`config.mk`:
```
export PLATFORM = sky130hd
export DESIGN_NAME = fault_mem_cfg
export DESIGN_NICKNAME = d
export VERILOG_FILES = /design/src/rtl/fault_mem_cfg.sv
export SDC_FILE = /design/constraint.sdc
export NUM_CORES = 1
export LEC_CHECK = 0
export ABC_AREA = 1
export BUFFER_PORTS_ARGS = -buffer_cell sky130_fd_sc_hd__buf_2
export CAP_MARGIN = 5
export CORE_UTILIZATION = 40
export DETAILED_ROUTE_END_ITERATION = 6
export GPL_TIMING_DRIVEN = 0
export PLACE_DENSITY_LB_ADDON = 0.05
export SYNTH_ARGS = -nofsm -noshare
export SYNTH_HDL_FRONTEND = slang
export SYNTH_SLANG_ARGS = --single-unit
```
`constraint.sdc`:
```
create_clock -name clk -period 4.5 [get_ports clk]
set_input_delay 1.35 -clock clk [delete_from_list [all_inputs] [get_ports clk]]
set_output_delay 1.35 -clock clk [all_outputs]
set_load 0.02 [all_outputs]
```
`src/rtl/fault_mem_cfg.sv`:
```
// Word memory with one configurable injected fault (stuck-at, transition, coupling, NPSF); 2-cycle read latency, no backpressure.
// Define FAULT_MEM_HIT_CNT_EN to build the saturating fault activation counter on fault_hits.
module fault_mem_cfg #(
  parameter int DATA_WIDTH = 8,
  parameter int ADDR_WIDTH = 4
) (
  input  logic                          clk,
  input  logic                          rst,
  input  logic                          write_read,
  input  logic [ADDR_WIDTH-1:0]         address,
  input  logic [DATA_WIDTH-1:0]         wdata,
  output logic [DATA_WIDTH-1:0]         rdata,
  input  logic                          fault_load,
  input  logic [2:0]                    fault_type,
  input  logic [ADDR_WIDTH-1:0]         fault_addr,
  input  logic [$clog2(DATA_WIDTH)-1:0] fault_bit,
  output logic                          fault_armed,
  output logic [7:0]                    fault_hits
);

  localparam int DEPTH = 2 ** ADDR_WIDTH;
  localparam int BW    = $clog2(DATA_WIDTH);

  typedef logic [ADDR_WIDTH-1:0] addr_t;
  typedef logic [DATA_WIDTH-1:0] word_t;

  typedef enum logic [2:0] {
    FT_NONE  = 3'd0,
    FT_SA0   = 3'd1,
    FT_SA1   = 3'd2,
    FT_TUP   = 3'd3,
    FT_TDN   = 3'd4,
    FT_CPL   = 3'd5,
    FT_NPSF  = 3'd6,
    FT_NONE7 = 3'd7
  } fault_e;

  localparam addr_t ADDR_MAX = addr_t'(DEPTH - 1);

  word_t   mem [DEPTH];

  fault_e  cfg_type;
  addr_t   cfg_addr;
  logic [BW-1:0] cfg_bit;

  logic    req_vld;
  logic    req_wr;
  addr_t   req_addr;
  word_t   req_wdata;

  logic    rd_vld;
  word_t   rd_stage;

  logic    commit_en;
  logic    rd_en;
  logic    cpl_set;
  word_t   old_word;
  word_t   commit_word;
  word_t   rd_raw;
  word_t   rd_word;
  addr_t   nbr_lo;
  addr_t   nbr_hi;
  logic    has_lo;
  logic    has_hi;

  assign nbr_lo      = cfg_addr - 1'b1;
  assign nbr_hi      = cfg_addr + 1'b1;
  assign has_lo      = (cfg_addr != '0);
  assign has_hi      = (cfg_addr != ADDR_MAX);
  assign commit_en   = req_vld && req_wr;
  assign rd_en       = req_vld && !req_wr;
  assign fault_armed = (cfg_type != FT_NONE);

  // Commit path: the word (and possibly a coupled victim bit) written on the next edge.
  always_comb begin
    old_word    = mem[req_addr];
    commit_word = req_wdata;
    cpl_set     = 1'b0;
    case (cfg_type)
      FT_TUP: begin
        if (req_addr == cfg_addr && !old_word[cfg_bit] && req_wdata[cfg_bit])
          commit_word[cfg_bit] = 1'b0;
      end
      FT_TDN: begin
        if (req_addr == cfg_addr && old_word[cfg_bit] && !req_wdata[cfg_bit])
          commit_word[cfg_bit] = 1'b1;
      end
      FT_CPL: begin
        if (has_lo && req_addr == nbr_lo && !old_word[cfg_bit] && req_wdata[cfg_bit])
          cpl_set = 1'b1;
      end
      FT_NPSF: begin
        if (req_addr == cfg_addr && has_lo && has_hi &&
            mem[nbr_lo][cfg_bit] && mem[nbr_hi][cfg_bit])
          commit_word[cfg_bit] = 1'b0;
      end
      default: ;
    endcase
  end

  // Read path: a same-edge commit to the read address wins over the array, then stuck-at forcing.
  always_comb begin
    rd_raw  = commit_en ? commit_word : mem[req_addr];
    rd_word = rd_raw;
    if ((cfg_type == FT_SA0 || cfg_type == FT_SA1) && req_addr == cfg_addr)
      rd_word[cfg_bit] = (cfg_type == FT_SA1);
  end

  always_ff @(posedge clk) begin
    if (rst) begin
      req_vld   <= 1'b0;
      req_wr    <= 1'b0;
      req_addr  <= '0;
      req_wdata <= '0;
      rd_vld    <= 1'b0;
      rd_stage  <= '0;
      rdata     <= '0;
      cfg_type  <= FT_NONE;
      cfg_addr  <= '0;
      cfg_bit   <= '0;
    end else begin
      req_vld   <= 1'b1;
      req_wr    <= write_read;
      req_addr  <= address;
      req_wdata <= wdata;
      rd_vld    <= rd_en;
      if (rd_en)
        rd_stage <= rd_word;
      if (rd_vld)
        rdata <= rd_stage;
      if (fault_load) begin
        cfg_type <= fault_e'(fault_type);
        cfg_addr <= fault_addr;
        cfg_bit  <= (int'(fault_bit) >= DATA_WIDTH) ? '0 : fault_bit;
      end
    end
  end

  // Array contents survive reset; a commit pending on a reset edge is dropped.
  always_ff @(posedge clk) begin
    if (!rst && commit_en) begin
      mem[req_addr] <= commit_word;
      if (cpl_set)
        mem[cfg_addr][cfg_bit] <= 1'b1;
    end
  end

`ifdef FAULT_MEM_HIT_CNT_EN
  logic       hit_now;
  logic [7:0] hit_cnt;

  assign hit_now = (commit_en && ((commit_word != req_wdata) ||
                                  (cpl_set && !mem[cfg_addr][cfg_bit]))) ||
                   (rd_en && (rd_word != rd_raw));

  always_ff @(posedge clk) begin
    if (rst)
      hit_cnt <= '0;
    else if (hit_now && hit_cnt != 8'hFF)
      hit_cnt <= hit_cnt + 8'd1;
  end

  assign fault_hits = hit_cnt;
`else
  assign fault_hits = 8'd0;
`endif

endmodule

```
==> results.sh <==
export IMPL_outcome="complete, no violations"
export IMPL_die_y_um=167.3
export IMPL_cp_end_kind="flop"
export IMPL_synth_area_per_cell_um2=6.127
export IMPL_hold_viol=0
export IMPL_worst_setup_path_start_kind="flop"
export IMPL_grt_max_degree=18
export IMPL_io_buffer_count=33
export IMPL_hold_path_class="reg2reg"
export IMPL_leakage_nw=5.442
export IMPL_netlist_area_leader_share_pct=30.95
export IMPL_p_per_area_nw_per_um2=360.9
export IMPL_drt_iter0_drc=2290
export IMPL_cp_startpoint="cfg_addr[0]$_SDFFE_PP0P_"
export IMPL_synth_area_leaders="dfxtp_1, nand2_1, nand3_1, o21ai_0, o211ai_1"
export IMPL_diodes=0
export IMPL_clk_latency_ns=0.45
export IMPL_required_ns=4.81
export IMPL_final_min_clock_period_ns=4.421
export IMPL_numCtsBuffers=17
export IMPL_antenna_left=0
export IMPL_min_from="rd_stage[0]$_SDFFE_PP0P_"
export IMPL_start_util_pct=40.67
export IMPL_htreeDepth=4
export IMPL_skew_ns=0.01675
export IMPL_maxCapViolCount=0
export IMPL_grt_pass1_vias=11687
export IMPL_clock_sinks=169
export IMPL_regArea_um2=3385
export IMPL_r2r_start="cfg_addr[0]$_SDFFE_PP0P_"
export IMPL_ir_worst_vdd_uv=265.7
export IMPL_fmax_mhz=226.2
export IMPL_cts_root_buf="clkbuf_16"
export IMPL_gp_congestion=1.068
export IMPL_vias=13437
export IMPL_synth_most_common_cell="nand2_1"
export IMPL_yosys_warnings=0
export IMPL_path_cells="inv_1, clkbuf_4, buf_4, ha_2, inv_1, nand2_1, nand2_2, inv_4, buf_2, nand3_1, nand3_1, nand2_1, nor2_1, nor2_1, nor2_4, nand4_1, nand2_1, nand4_4, buf_2, nand2_1, o211ai_1"
export IMPL_synth_edf_count=0
export IMPL_nets=1881
export IMPL_via_per_inst=6.094
export IMPL_grt_overflow=0
export IMPL_worstMarginPinSlew_ns=1.341
export IMPL_synth_top_cells_by_count="nand2_1, nand3_1, dfxtp_1"
export IMPL_period_share_pct=98.24
export IMPL_syn_to_final_growth_pct=12.24
export IMPL_synthArstFlopShare_pct=0
export IMPL_wire_per_inst_um=26.50
export IMPL_synthCells=1784
export IMPL_dr_pass1_iters=6
export IMPL_n_fill_cell=2916
export IMPL_ys_ff_latch=169
export IMPL_yosysSeqAreaShare_pct=30.95
export IMPL_post_route_util_pct=45.65
export IMPL_routed_wl_um=58430
export IMPL_antenna_found_initial=0
export IMPL_grt_usage_pct=41.19
export IMPL_ys_types=32
export IMPL_setup_violations=0
export IMPL_worstSetupPathType="reg2reg"
export IMPL_hold_ws_ns=0.4708
export IMPL_die_area_um2=27990
export IMPL_slew_headroom_pct=10.31
export IMPL_chipWidth_um=167.3
export IMPL_multi_input_area_um2=6578
export IMPL_dp_hpwl_um=44180
export IMPL_ys_flop_type="dfxtp_1"
export IMPL_cts_tree="yes"
export IMPL_crit_path_max_fanout=11
export IMPL_drc=0
export IMPL_slowest_delay_ns=0.39
export IMPL_arrival_ns=4.73
export IMPL_slew_violations=0
export IMPL_clk_pin_slew_ns=0.08
export IMPL_row_count=60
export IMPL_synth_top_area_cell="dfxtp_1"
export IMPL_synth_area_um2=10930
export IMPL_cp_slowest_cell="dfxtp_2"
export IMPL_cts_path_max_buffers=2
export IMPL_drive_gt1_share_pct=8.530
export IMPL_io_pins=43
export IMPL_crit_top_cell="nand2_1"
export IMPL_design_core_area_um2=26880
export IMPL_grt_pass1_wl_um=82660
-- per-stage QoR --
| stage | cell area, um2 | total power [W] | cells | setup slack, ns | setup TNS (ns) |
|---|---|---|---|---|---|
| 2_1_floorplan | 10960 | 0.002402 | 1791 | 1.302 | 0 |
| 3_3_place_gp | 11550 | 0.002834 | 2165 | -0.5243 | -46.22 |
| 3_5_place_dp | 11550 | 0.002834 | 2165 | -0.5552 | -45.64 |
| 4_1_cts | 12170 | 0.004341 | 2197 | 0.02875 | 0 |
| 5_1_grt | 12270 | 0.004556 | 2205 | -0.009901 | -0.01482 |
| 6_report | 12270 | 0.004427 | 2205 | 0.07916 | 0 |
-- report_power, final --
part | internal, W | switching, W | leakage, nW | total (W)
combinational | 0.000332 | 0.000827 | 3.77 | 0.00116
clock | 0.000804 | 0.000738 | 0.290 | 0.00154
sequential | 0.00161 | 0.000112 | 1.39 | 0.00173
-- flip-flops by register name (all words and copies together) (netlist names) --
| register | cells |
|---|---|
| cfg_bit | 3 |
| cfg_type | 3 |
| rd_vld | 1 |
| cfg_addr | 4 |
| req_wr | 1 |
| mem | 128 |
| rd_stage | 8 |
| rdata | 8 |
| req_wdata | 8 |
| req_addr | 4 |
| req_vld | 1 |
-- worst max-delay path: cells and delay by family, from the launching register on --
kind,cells,cell delay (ns)
flip-flops,1,0.39
buffers and inverters,7,1.70
adder cells (fa/ha/maj),1,0.30
AND/OR/NAND/NOR,12,1.75
AO/OA/AOI/OAI,1,0.09
-- metal layers --
layer,global-route usage [%],vias up,wire [um]
met5,0,-,0
met4,21.82,0,3104
met3,11.23,155,7683
met2,56.12,1001,22840
met1,58.29,6197,24800
li1,-,6084,-
-- final timing paths --
kind | endpoint | slack [ns] | cells after the start
min reg2reg | rd_stage[0]$_SDFFE_PP0P_ | 0.47 | 2
min | rd_stage[0]$_SDFFE_PP0P_ | 0.47 | 2
max reg2reg | mem[6][5]$_DFF_P_ | 0.08 | 21
max | mem[6][5]$_DFF_P_ | 0.08 | 21
-- placed cells by master (no fill, tap or decap), types with 3 or more instances in the layout --
master	Yosys	final
nand3_1	188	188
a21oi_1	39	39
nand4_1	18	18
inv_6	0	6
buf_2	36	61
nand2_2	2	4
buf_4	13	28
buf_6	2	3
inv_8	0	4
inv_1	125	125
nor2_2	2	3
clkinv_1	6	6
nand4_4	8	8
xnor2_1	5	5
o211ai_1	80	80
buf_1	12	10
conb_1	1	8
ha_1	4	3
o22ai_1	4	4
dfxtp_1	169	168
o31ai_1	8	8
o221ai_1	49	49
nand2_1	679	677
o21ai_0	167	167
clkbuf_2	0	9
clkbuf_1	46	37
nor2_1	108	105
clkbuf_16	0	17
-- cells by family after synthesis --
| group | share of synthesized area [%] |
|---|---|
| simple gates | 38.90 |
| compound gates | 19.76 |
| buf+inv | 9.341 |
| flops | 30.95 |
| xor+xnor | 0.5609 |
| fa+ha+maj | 0.4579 |
| other cells | 0.03431 |
-- area by class of cell --
type	instances	share of cell area [%]
repair buffers	41	1.836
well taps	341	3.478
plain buffers	109	4.569
flip-flops and latches	169	27.59
clock inverters	14	1.214
multi-input cells	1379	53.62
inverters	134	4.120
clock buffers	18	3.580
-- what timing repair did --
item / CTS / global route
hold buffers: 0 / 0
endpoints found under the setup margin: 136 / 122
cloned: 0 / 0
gates resized for setup: 19 / 19
setup buffers: 0 / 8
(Power assumes the default switching activity.)
